[src/rtl/add_serial_pkg.sv]
// Shared types and constants for the serial-adder arbiter and its datapath core.
package add_serial_pkg;

  typedef enum logic [1:0] {
    IDLE = 2'd0,
    LOAD = 2'd1,
    ADD  = 2'd2,
    DONE = 2'd3
  } state_t;

  localparam int DEF_NREQ  = 4;
  localparam int DEF_WIDTH = 8;

  function automatic int clog2(input int v);
    int r;
    r = 0;
    for (int i = 0; i < 32; i++) begin
      if ((1 << r) < v) r = r + 1;
    end
    return r;
  endfunction

endpackage

[src/rtl/serial_add_core.sv]
// Bit-serial ripple adder: operand shift registers, carry flop, sum shifter and bit counter.
module serial_add_core
  import add_serial_pkg::*;
#(
  parameter int WIDTH = DEF_WIDTH
) (
  input  logic             clk,
  input  logic             rst,
  input  logic             load,
  input  logic             shift,
  input  logic [WIDTH-1:0] a,
  input  logic [WIDTH-1:0] b,
  output logic [WIDTH-1:0] sum_q,
  output logic             carry_q,
  output logic             last
);

  // One extra counter bit so the count can never wrap before the last shift.
  localparam int CNTW = clog2(WIDTH) + 1;

  logic [WIDTH-1:0] a_sh_q;
  logic [WIDTH-1:0] b_sh_q;
  logic [CNTW-1:0]  count_q;
  logic             sum_bit;

  assign sum_bit = a_sh_q[0] ^ b_sh_q[0] ^ carry_q;
  assign last    = (count_q == CNTW'(WIDTH - 1));

  always_ff @(posedge clk) begin
    if (!rst) begin
      a_sh_q  <= '0;
      b_sh_q  <= '0;
      sum_q   <= '0;
      carry_q <= 1'b0;
      count_q <= '0;
    end else if (load) begin
      a_sh_q  <= a;
      b_sh_q  <= b;
      carry_q <= 1'b0;
      count_q <= '0;
    end else if (shift) begin
      a_sh_q  <= a_sh_q >> 1;
      b_sh_q  <= b_sh_q >> 1;
      carry_q <= (a_sh_q[0] & b_sh_q[0]) | (a_sh_q[0] & carry_q) | (b_sh_q[0] & carry_q);
      sum_q   <= {sum_bit, sum_q[WIDTH-1:1]};
      count_q <= count_q + 1'b1;
    end
  end

endmodule

[src/rtl/add_serial_arbiter.sv]
// Round-robin arbiter that shares one serial_add_core among NREQ requesters.
//   state | meaning
//   IDLE  | waiting for any request; picks winner from ptr upward
//   LOAD  | grant pulse, operands of owner latched into the core
//   ADD   | WIDTH serial add cycles, LSB first
//   DONE  | done pulse with result/carry_out, pointer advances past owner
module add_serial_arbiter
  import add_serial_pkg::*;
#(
  parameter int NREQ  = DEF_NREQ,
  parameter int WIDTH = DEF_WIDTH,
  parameter int IDXW  = (NREQ > 1) ? clog2(NREQ) : 1
) (
  input  logic                  clk,
  input  logic                  rst,
  input  logic [NREQ-1:0]       req,
  input  logic [NREQ*WIDTH-1:0] a_in,
  input  logic [NREQ*WIDTH-1:0] b_in,
  output logic [NREQ-1:0]       gnt,
  output logic                  busy,
  output logic [NREQ-1:0]       done,
  output logic [WIDTH-1:0]      result,
  output logic                  carry_out,
  output logic [IDXW-1:0]       owner
);

  state_t           state_q, state_d;
  logic [IDXW-1:0]  owner_q, owner_d;
  logic [IDXW-1:0]  ptr_q, ptr_d;
  logic [IDXW-1:0]  winner;
  logic             found;
  logic [WIDTH-1:0] result_q, result_d;
  logic             carry_out_q, carry_out_d;
  logic             load, shift, last, core_carry;
  logic [WIDTH-1:0] core_sum, a_sel, b_sel;

  assign a_sel = a_in[owner_q*WIDTH +: WIDTH];
  assign b_sel = b_in[owner_q*WIDTH +: WIDTH];

  serial_add_core #(.WIDTH(WIDTH)) u_core (
    .clk     (clk),
    .rst     (rst),
    .load    (load),
    .shift   (shift),
    .a       (a_sel),
    .b       (b_sel),
    .sum_q   (core_sum),
    .carry_q (core_carry),
    .last    (last)
  );

  always_comb begin
    winner = '0;
    found  = 1'b0;
    for (int k = 0; k < NREQ; k++) begin
      if (!found && req[(int'(ptr_q) + k) % NREQ]) begin
        winner = IDXW'((int'(ptr_q) + k) % NREQ);
        found  = 1'b1;
      end
    end
  end

  always_comb begin
    state_d     = state_q;
    owner_d     = owner_q;
    ptr_d       = ptr_q;
    result_d    = result_q;
    carry_out_d = carry_out_q;
    load        = 1'b0;
    shift       = 1'b0;
    case (state_q)
      IDLE: begin
        if (found) begin
          owner_d = winner;
          state_d = LOAD;
        end
      end
      LOAD: begin
        load    = 1'b1;
        state_d = ADD;
      end
      ADD: begin
        shift = 1'b1;
        if (last) state_d = DONE;
      end
      DONE: begin
        result_d    = core_sum;
        carry_out_d = core_carry;
        ptr_d       = IDXW'((int'(owner_q) + 1) % NREQ);
        state_d     = IDLE;
      end
      default: state_d = IDLE;
    endcase
  end

  always_ff @(posedge clk) begin
    if (!rst) begin
      state_q     <= IDLE;
      owner_q     <= '0;
      ptr_q       <= '0;
      result_q    <= '0;
      carry_out_q <= 1'b0;
    end else begin
      state_q     <= state_d;
      owner_q     <= owner_d;
      ptr_q       <= ptr_d;
      result_q    <= result_d;
      carry_out_q <= carry_out_d;
    end
  end

  always_comb begin
    gnt  = '0;
    done = '0;
    if (state_q == LOAD) gnt[owner_q] = 1'b1;
    if (state_q == DONE) done[owner_q] = 1'b1;
  end

  // The core sum is already final in DONE, so bypass the holding register
  // to present the result alongside the done pulse.
  assign result    = (state_q == DONE) ? core_sum : result_q;
  assign carry_out = (state_q == DONE) ? core_carry : carry_out_q;
  assign busy      = (state_q != IDLE);
  assign owner     = owner_q;

endmodule

[config.mk]
export PLATFORM = sky130hd
export DESIGN_NAME = add_serial_arbiter
export DESIGN_NICKNAME = d
export VERILOG_FILES = /design/src/rtl/add_serial_pkg.sv /design/src/rtl/serial_add_core.sv /design/src/rtl/add_serial_arbiter.sv
export SDC_FILE = /design/constraint.sdc
export NUM_CORES = 1
export LEC_CHECK = 0
export CAP_MARGIN = 20
export CORE_ASPECT_RATIO = 0.8
export CORE_UTILIZATION = 45
export DETAILED_ROUTE_END_ITERATION = 10
export PLACE_DENSITY = 0.81
export SLEW_MARGIN = 20
export SYNTH_ARGS = -nofsm -noshare
export SYNTH_HDL_FRONTEND = slang
export SYNTH_SLANG_ARGS = --single-unit
[constraint.sdc]
create_clock -name clk -period 1.8 [get_ports clk]
set_input_delay 0.18 -clock clk [delete_from_list [all_inputs] [get_ports clk]]
set_output_delay 0.18 -clock clk [all_outputs]
set_load 0.005 [all_outputs]
==> summary.md, run 1 <==
| Metric | Value |
|---|---|
| Final Skew | 0.0119 ns |
| Worst Path Required | 1.62 ns |
| Via density | 5.37 |
| Rel. slew slack | 67.0% |
| Status | finished, final reports clean |
| DR vias | 2197 |
| WL/cell | 15.1 um |
| Post-synthesis sequential area ratio | 35.4% |
| Kind of critical path | reg2out |
| First-pass GRT wire length | 9.90 mm |
| Cell taking the most area after synthesis | dfxtp_1 |
| Place WS | 0.0285 ns |
| Die area | 5830 sq um |
| Worst EP arrival | 1.59 ns |
| Max-cap violation count | 0 |
| Initial detailed-routing violation count | 161 |
| I/O Buffers | 89 |
| Vias in the first global route | 2101 |
| Critical path, cell by cell | ha_4, buf_6, mux2_2, dlygate4sd2_1 |
| Die Wd | 85.1 um |
| Fin. Hold Viols | 0 |
| Worst Setup End Kind | primary output |
| DRC viols | 0 |
| Placeable Area | 5150 sq um |
| Achievable Freq | 566 MHz |
| Die H | 68.5 um |
| GRT Total Usage | 22.0% |
| Peak supply drop | 607 uV |
| Critical path peak fanout | 7 |
| CTS tree | done |
| Unrepaired setup endpoints after global routing | yes |
| Root Driver | clkbuf_8 |
| Io pins | 90 |
| H-Tree Depth | 2 |
| CP max stage delay | 0.40 ns |
| DRT Wirelength | 6.16 mm |
| Setup TNS | 0 ns |
| Most frequent cells after synthesis | 44 x dfxtp_1, 39 x mux2i_1, 22 x inv_1 |
| Initial Util | 48.2% |
| Clock tree buffer depth | 2 |
| Layout Nets | 427 |
| Top Family by Delay on Critical Path | flip-flops |
| Post-route cell area | 3660 sq um |
| Mapped Area | 2480 sq um |
| Hold Buf Count CTS | 0 |
| # clock sinks | 44 |
| Antenna violations before repair | 0 |
| Rows | 23 |
| Worst Slack Setup Final | 0.0338 ns |
| Syn_area_per_cell | 9.74 sq um |
| Setup violators final | 0 |
| Final period util | 98.1% |
| Post-route minimum period | 1.77 ns |
| Largest net degree at the start of global routing | 32 |
| Asr flop ratio synth | 0% |
| Area share of the largest cell type after synthesis | 35.4% |
| Synth top area cells | dfxtp_1 35%, mux2i_1 16%, o221a_2 6.3% |
| Cell count after synthesis | 255 |
| Dpl hpwl | 4.61 mm |
| P&R area growth vs syn | 47.4% |
| Clock transition at path regs | 0.08 ns |
| Area after DPL | 3470 sq um |
| Synth warn | 0 |
| EDFF count, synth | 0 |
| Diode count | 0 |
| Syn nets | 336 |
| Most frequent cell after synthesis | dfxtp_1 |
| TritonRoute pass-1 iters | 4 |
| Distinct cells, synth | 37 |
| #FFs+latches synth | 44 |
| Worst Hold Margin | 0.501 ns |
| Routability Congestion | 0.759 |
| Gr ovfl total | 0 |
| Crit path max-delay cell type | dfxtp_4 |
| Total power | 4.22 mW |
| Startpoint types | flop |
| Hold Path Class | reg2reg |
| Critical path buffers and inverters | 2 |
| Pwr/cell area | 1150 nW/um^2 |
| Layout cells sized above 1 | 15.9% |
| Post-route ant nets | 0 |
| Total CTS buffers | 5 |
| Post-synth top flop | dfxtp_1 |
| Leakage | 1.48 nW |
| Worst-margin pin slew | 0.494 ns |
| Clock Latency Late Sink | 0.30 ns |
| Final Max Tran Viols | 0 |
==> through the flow <==
step,util (%),std cells
after detailed placement,67.3,398
final,71.1,409
after CTS,70.1,406
after floorplan,-,255
after global placement,67.3,398
after global routing,71.1,409
==> per-layer routing <==
metal	global-route usage (%)	up-vias	share of wire, %
met1	27.9	1034	45
met3	4.34	7	5.1
li1	-	1095	-
met5	0	-	0
met4	8.69	0	1.5
met2	37.3	61	48
==> flip-flops by register name (all words and copies together) (netlist names) <==
name	flops
u_core.a_sh_q	8
ptr_q	2
u_core.b_sh_q	8
owner	2
state_q	2
carry_out_q	1
u_core.count_q	4
u_core.carry_q	1
result_q	8
u_core.sum_q	8
==> layout by cell type, fill, tap and decap left out, types with 2 or more instances in the layout <==
| master | netlist | routed |
|---|---|---|
| ha_4 | 0 | 3 |
| dfxtp_4 | 0 | 3 |
| clkdlybuf4s15_1 | 0 | 2 |
| nand2b_1 | 2 | 2 |
| mux2_2 | 9 | 7 |
| clkdlybuf4s50_1 | 0 | 76 |
| and2_1 | 17 | 17 |
| nor2_1 | 7 | 7 |
| buf_4 | 1 | 10 |
| o22ai_1 | 15 | 15 |
| dlymetal6s2s_1 | 0 | 3 |
| clkbuf_8 | 0 | 5 |
| buf_12 | 0 | 3 |
| xor2_1 | 2 | 2 |
| a32o_1 | 2 | 2 |
| o21ai_0 | 17 | 17 |
| mux2i_1 | 39 | 39 |
| buf_6 | 4 | 2 |
| ha_1 | 10 | 7 |
| nand3_1 | 3 | 3 |
| o221a_2 | 14 | 14 |
| nor2b_1 | 10 | 10 |
| dfxtp_1 | 44 | 40 |
| mux2_4 | 0 | 2 |
| inv_1 | 22 | 21 |
| mux4_2 | 2 | 2 |
| nand2_1 | 5 | 5 |
| dlygate4sd2_1 | 0 | 8 |
==> path summary, 6_finish.rpt <==
| kind | from | endpoint | slack (ns) | cells after the start |
|---|---|---|---|---|
| setup / recovery | state_q[0] | result[3] | 0.03 | 4 |
| hold / removal | u_core.a_sh_q[7] | u_core.a_sh_q[7] | 0.50 | 1 |
| setup reg to reg | state_q[1] | u_core.a_sh_q[1] | 0.15 | 6 |
| hold reg to reg | u_core.a_sh_q[7] | u_core.a_sh_q[7] | 0.50 | 1 |
==> cells by family (layout without fill, tap and decap cells) <==
group / count (synthesis) / in the layout / synth area share [%]
XOR/XNOR: 3 / 3 / 1.06
buffers and inverters: 42 / 134 / 7.91
flip-flops: 44 / 44 / 35.4
AND/OR/NAND/NOR: 48 / 48 / 10.8
multiplexers: 50 / 50 / 21.6
AO/OA/AOI/OAI: 57 / 57 / 17.4
adder cells (fa/ha/maj): 11 / 11 / 5.84
==> final cells by class <==
type | instances | area [sq um]
inverters | 22 | 85.1
clock inverters | 2 | 35.0
flip-flops and latches | 44 | 893
well taps | 62 | 77.6
repair buffers | 104 | 1050
multi-input cells | 169 | 1450
clock buffers | 6 | 72.6
fillers | 376 | 1490
==> where the power goes <==
group	internal [mW]	total (mW)	switching (mW)
logic	1.13	2.08	0.957
clock network	0.412	0.750	0.338
registers	1.22	1.39	0.177
==> timing repair <==
| action | CTS | global route |
|---|---|---|
| pin swaps | 0 | 1 |
| buffers inserted | 1 | 3 |
| setup endpoints to repair | 18 | 17 |
| resized for setup | 22 | 11 |
| gates cloned | 0 | 0 |
Note: power is estimated with default switching activity, not from simulation.
==> run 2: changes to the inputs <==
MAX_ROUTING_LAYER = met4   (was not set)
==> run 2 against run 1 <==
  * Die area unchanged
  * Register-to-register slack about the same
  * Clock skew about the same
  * Critical endpoint unchanged
==> summary.md, run 2 (synthesized netlist as in run 1, its figures left out) <==
| Metric | Value |
|---|---|
| Status | finished, final reports clean |
| Largest net degree at the start of global routing | 32 |
| Io pins | 90 |
| Fin. Hold Viols | 0 |
| Total power | 4.22 mW |
| Die area | 5830 sq um |
| Hold Path Class | reg2reg |
| P_sw | 1.47 mW |
| H-Tree Depth | 2 |
| Antenna violations before repair | 0 |
| Total CTS buffers | 5 |
| Worst Path Required | 1.62 ns |
| Leakage | 1.48 nW |
| Rel. slew slack | 66.9% |
| Clock tree buffer depth | 2 |
| Dpl hpwl | 4.61 mm |
| Die Wd | 85.1 um |
| Final Util | 71.1% |
| Gr ovfl total | 0 |
| Clock Latency Late Sink | 0.30 ns |
| Place WS | 0.0285 ns |
| Layout cells sized above 1 | 15.9% |
| Most common cell after layout, fill and taps aside | clkdlybuf4s50_1 |
| Comb power frac | 49.3% |
| Routability Congestion | 0.769 |
| Initial detailed-routing violation count | 164 |
| Initial Util | 48.2% |
| P&R area growth vs syn | 47.4% |
| Layout Nets | 427 |
| Root Driver | clkbuf_8 |
| Pint | 2.75 mW |
| DRT Wirelength | 6.15 mm |
| Switching share of power | 34.8% |
| Worst Setup End Kind | primary output |
| Kind of critical path | reg2out |
| Setup TNS | 0 ns |
| DRC viols | 0 |
| Commonest cells after routing, fill and taps aside | 76 x clkdlybuf4s50_1, 40 x dfxtp_1, 39 x mux2i_1 |
| Fill cell count | 376 |
| Achievable Freq | 566 MHz |
| Via density | 5.39 |
| Max-cap violation count | 0 |
| Critical path peak fanout | 7 |
| Rows | 23 |
| First-pass GRT wire length | 9.87 mm |
| TritonRoute pass-1 iters | 4 |
| DR vias | 2203 |
| Placeable Area | 5150 sq um |
| Peak supply drop | 603 uV |
| Post-route ant nets | 0 |
| Pwr/cell area | 1150 nW/um^2 |
| Setup violators final | 0 |
| Clock transition at path regs | 0.08 ns |
| Unrepaired setup endpoints after global routing | yes |
| Final period util | 98.2% |
| CTS tree | done |
| Startpoint types | flop |
| Worst-margin pin slew | 0.497 ns |
| Hold Buf Count CTS | 0 |
| I/O Buffers | 89 |
| Diode count | 0 |
| Worst Slack Setup Final | 0.0326 ns |
| Worst Hold Margin | 0.504 ns |
| GRT Total Usage | 22.6% |
| Die H | 68.5 um |
| Seq pwr share | 33.0% |
| Vias in the first global route | 2099 |
| Final Skew | 0.0116 ns |
| # clock sinks | 44 |
| Clk pwr share | 17.8% |
| Post-route minimum period | 1.77 ns |
| WL/cell | 15.0 um |
| Final Max Tran Viols | 0 |
| Worst EP arrival | 1.59 ns |
## run 2: cell counts in the layout (fill, tap and decap cells not counted)
No cell type changed its count.
## run 2: through the flow
stage / std cells / area, sq um
after floorplan: 255 / 2480
after CTS: 406 / 3610
after detailed placement: 398 / 3470
after global routing: 409 / 3660
after global placement: 398 / 3470
final: 409 / 3660
## run 2: routing by layer
metal | up-vias | GRT usage, % | share of wire, %
met2 | 63 | 37.2 | 48
met4 | 0 | 8.69 | 1.5
met3 | 7 | 4.34 | 5.2
met1 | 1038 | 27.8 | 46
met5 | - | - | 0
li1 | 1095 | - | -
## run 2: cell type report
| cell class | count | area (sq um) | share of cell area [%] |
|---|---|---|---|
| clock inverters | 2 | 35.0 | 0.957 |
| flip-flops and latches | 44 | 893 | 24.4 |
| repair buffers | 104 | 1050 | 28.6 |
| multi-input cells | 169 | 1450 | 39.7 |
| clock buffers | 6 | 72.6 | 1.98 |
| well taps | 62 | 77.6 | 2.12 |
| inverters | 22 | 85.1 | 2.32 |
## run 2: worst max-delay path: stages (launching register included)
cell,delay [ns]
dfxtp_4,0.40
ha_4,0.16
buf_6,0.13
mux2_2,0.34
dlygate4sd2_1,0.27
## run 2: power groups by stage
stage / clock (mW) / combinational (mW) / sequential [mW]
5_1_grt: 0.808 / 2.29 / 1.42
3_5_place_dp: 0 / 1.94 / 1.39
6_report: 0.751 / 2.08 / 1.39
2_1_floorplan: 0 / 1.31 / 1.33
4_1_cts: 0.764 / 2.00 / 1.39
3_3_place_gp: 0 / 1.88 / 1.37
## run 2: worst paths after layout
check	start	to	slack, ns	cells past startpoint
worst max-delay path	state_q[0]	result[3]	0.03	4
worst min register to register	u_core.a_sh_q[7]	u_core.a_sh_q[7]	0.50	1
worst min-delay path	u_core.a_sh_q[7]	u_core.a_sh_q[7]	0.50	1
worst max register to register	state_q[1]	u_core.a_sh_q[1]	0.15	6
## run 2: repair_timing
item / in CTS / in global routing
endpoints found under the setup margin: 18 / 17
buffers inserted: 1 / 3
resized for setup: 22 / 11
pin swaps: 0 / 1
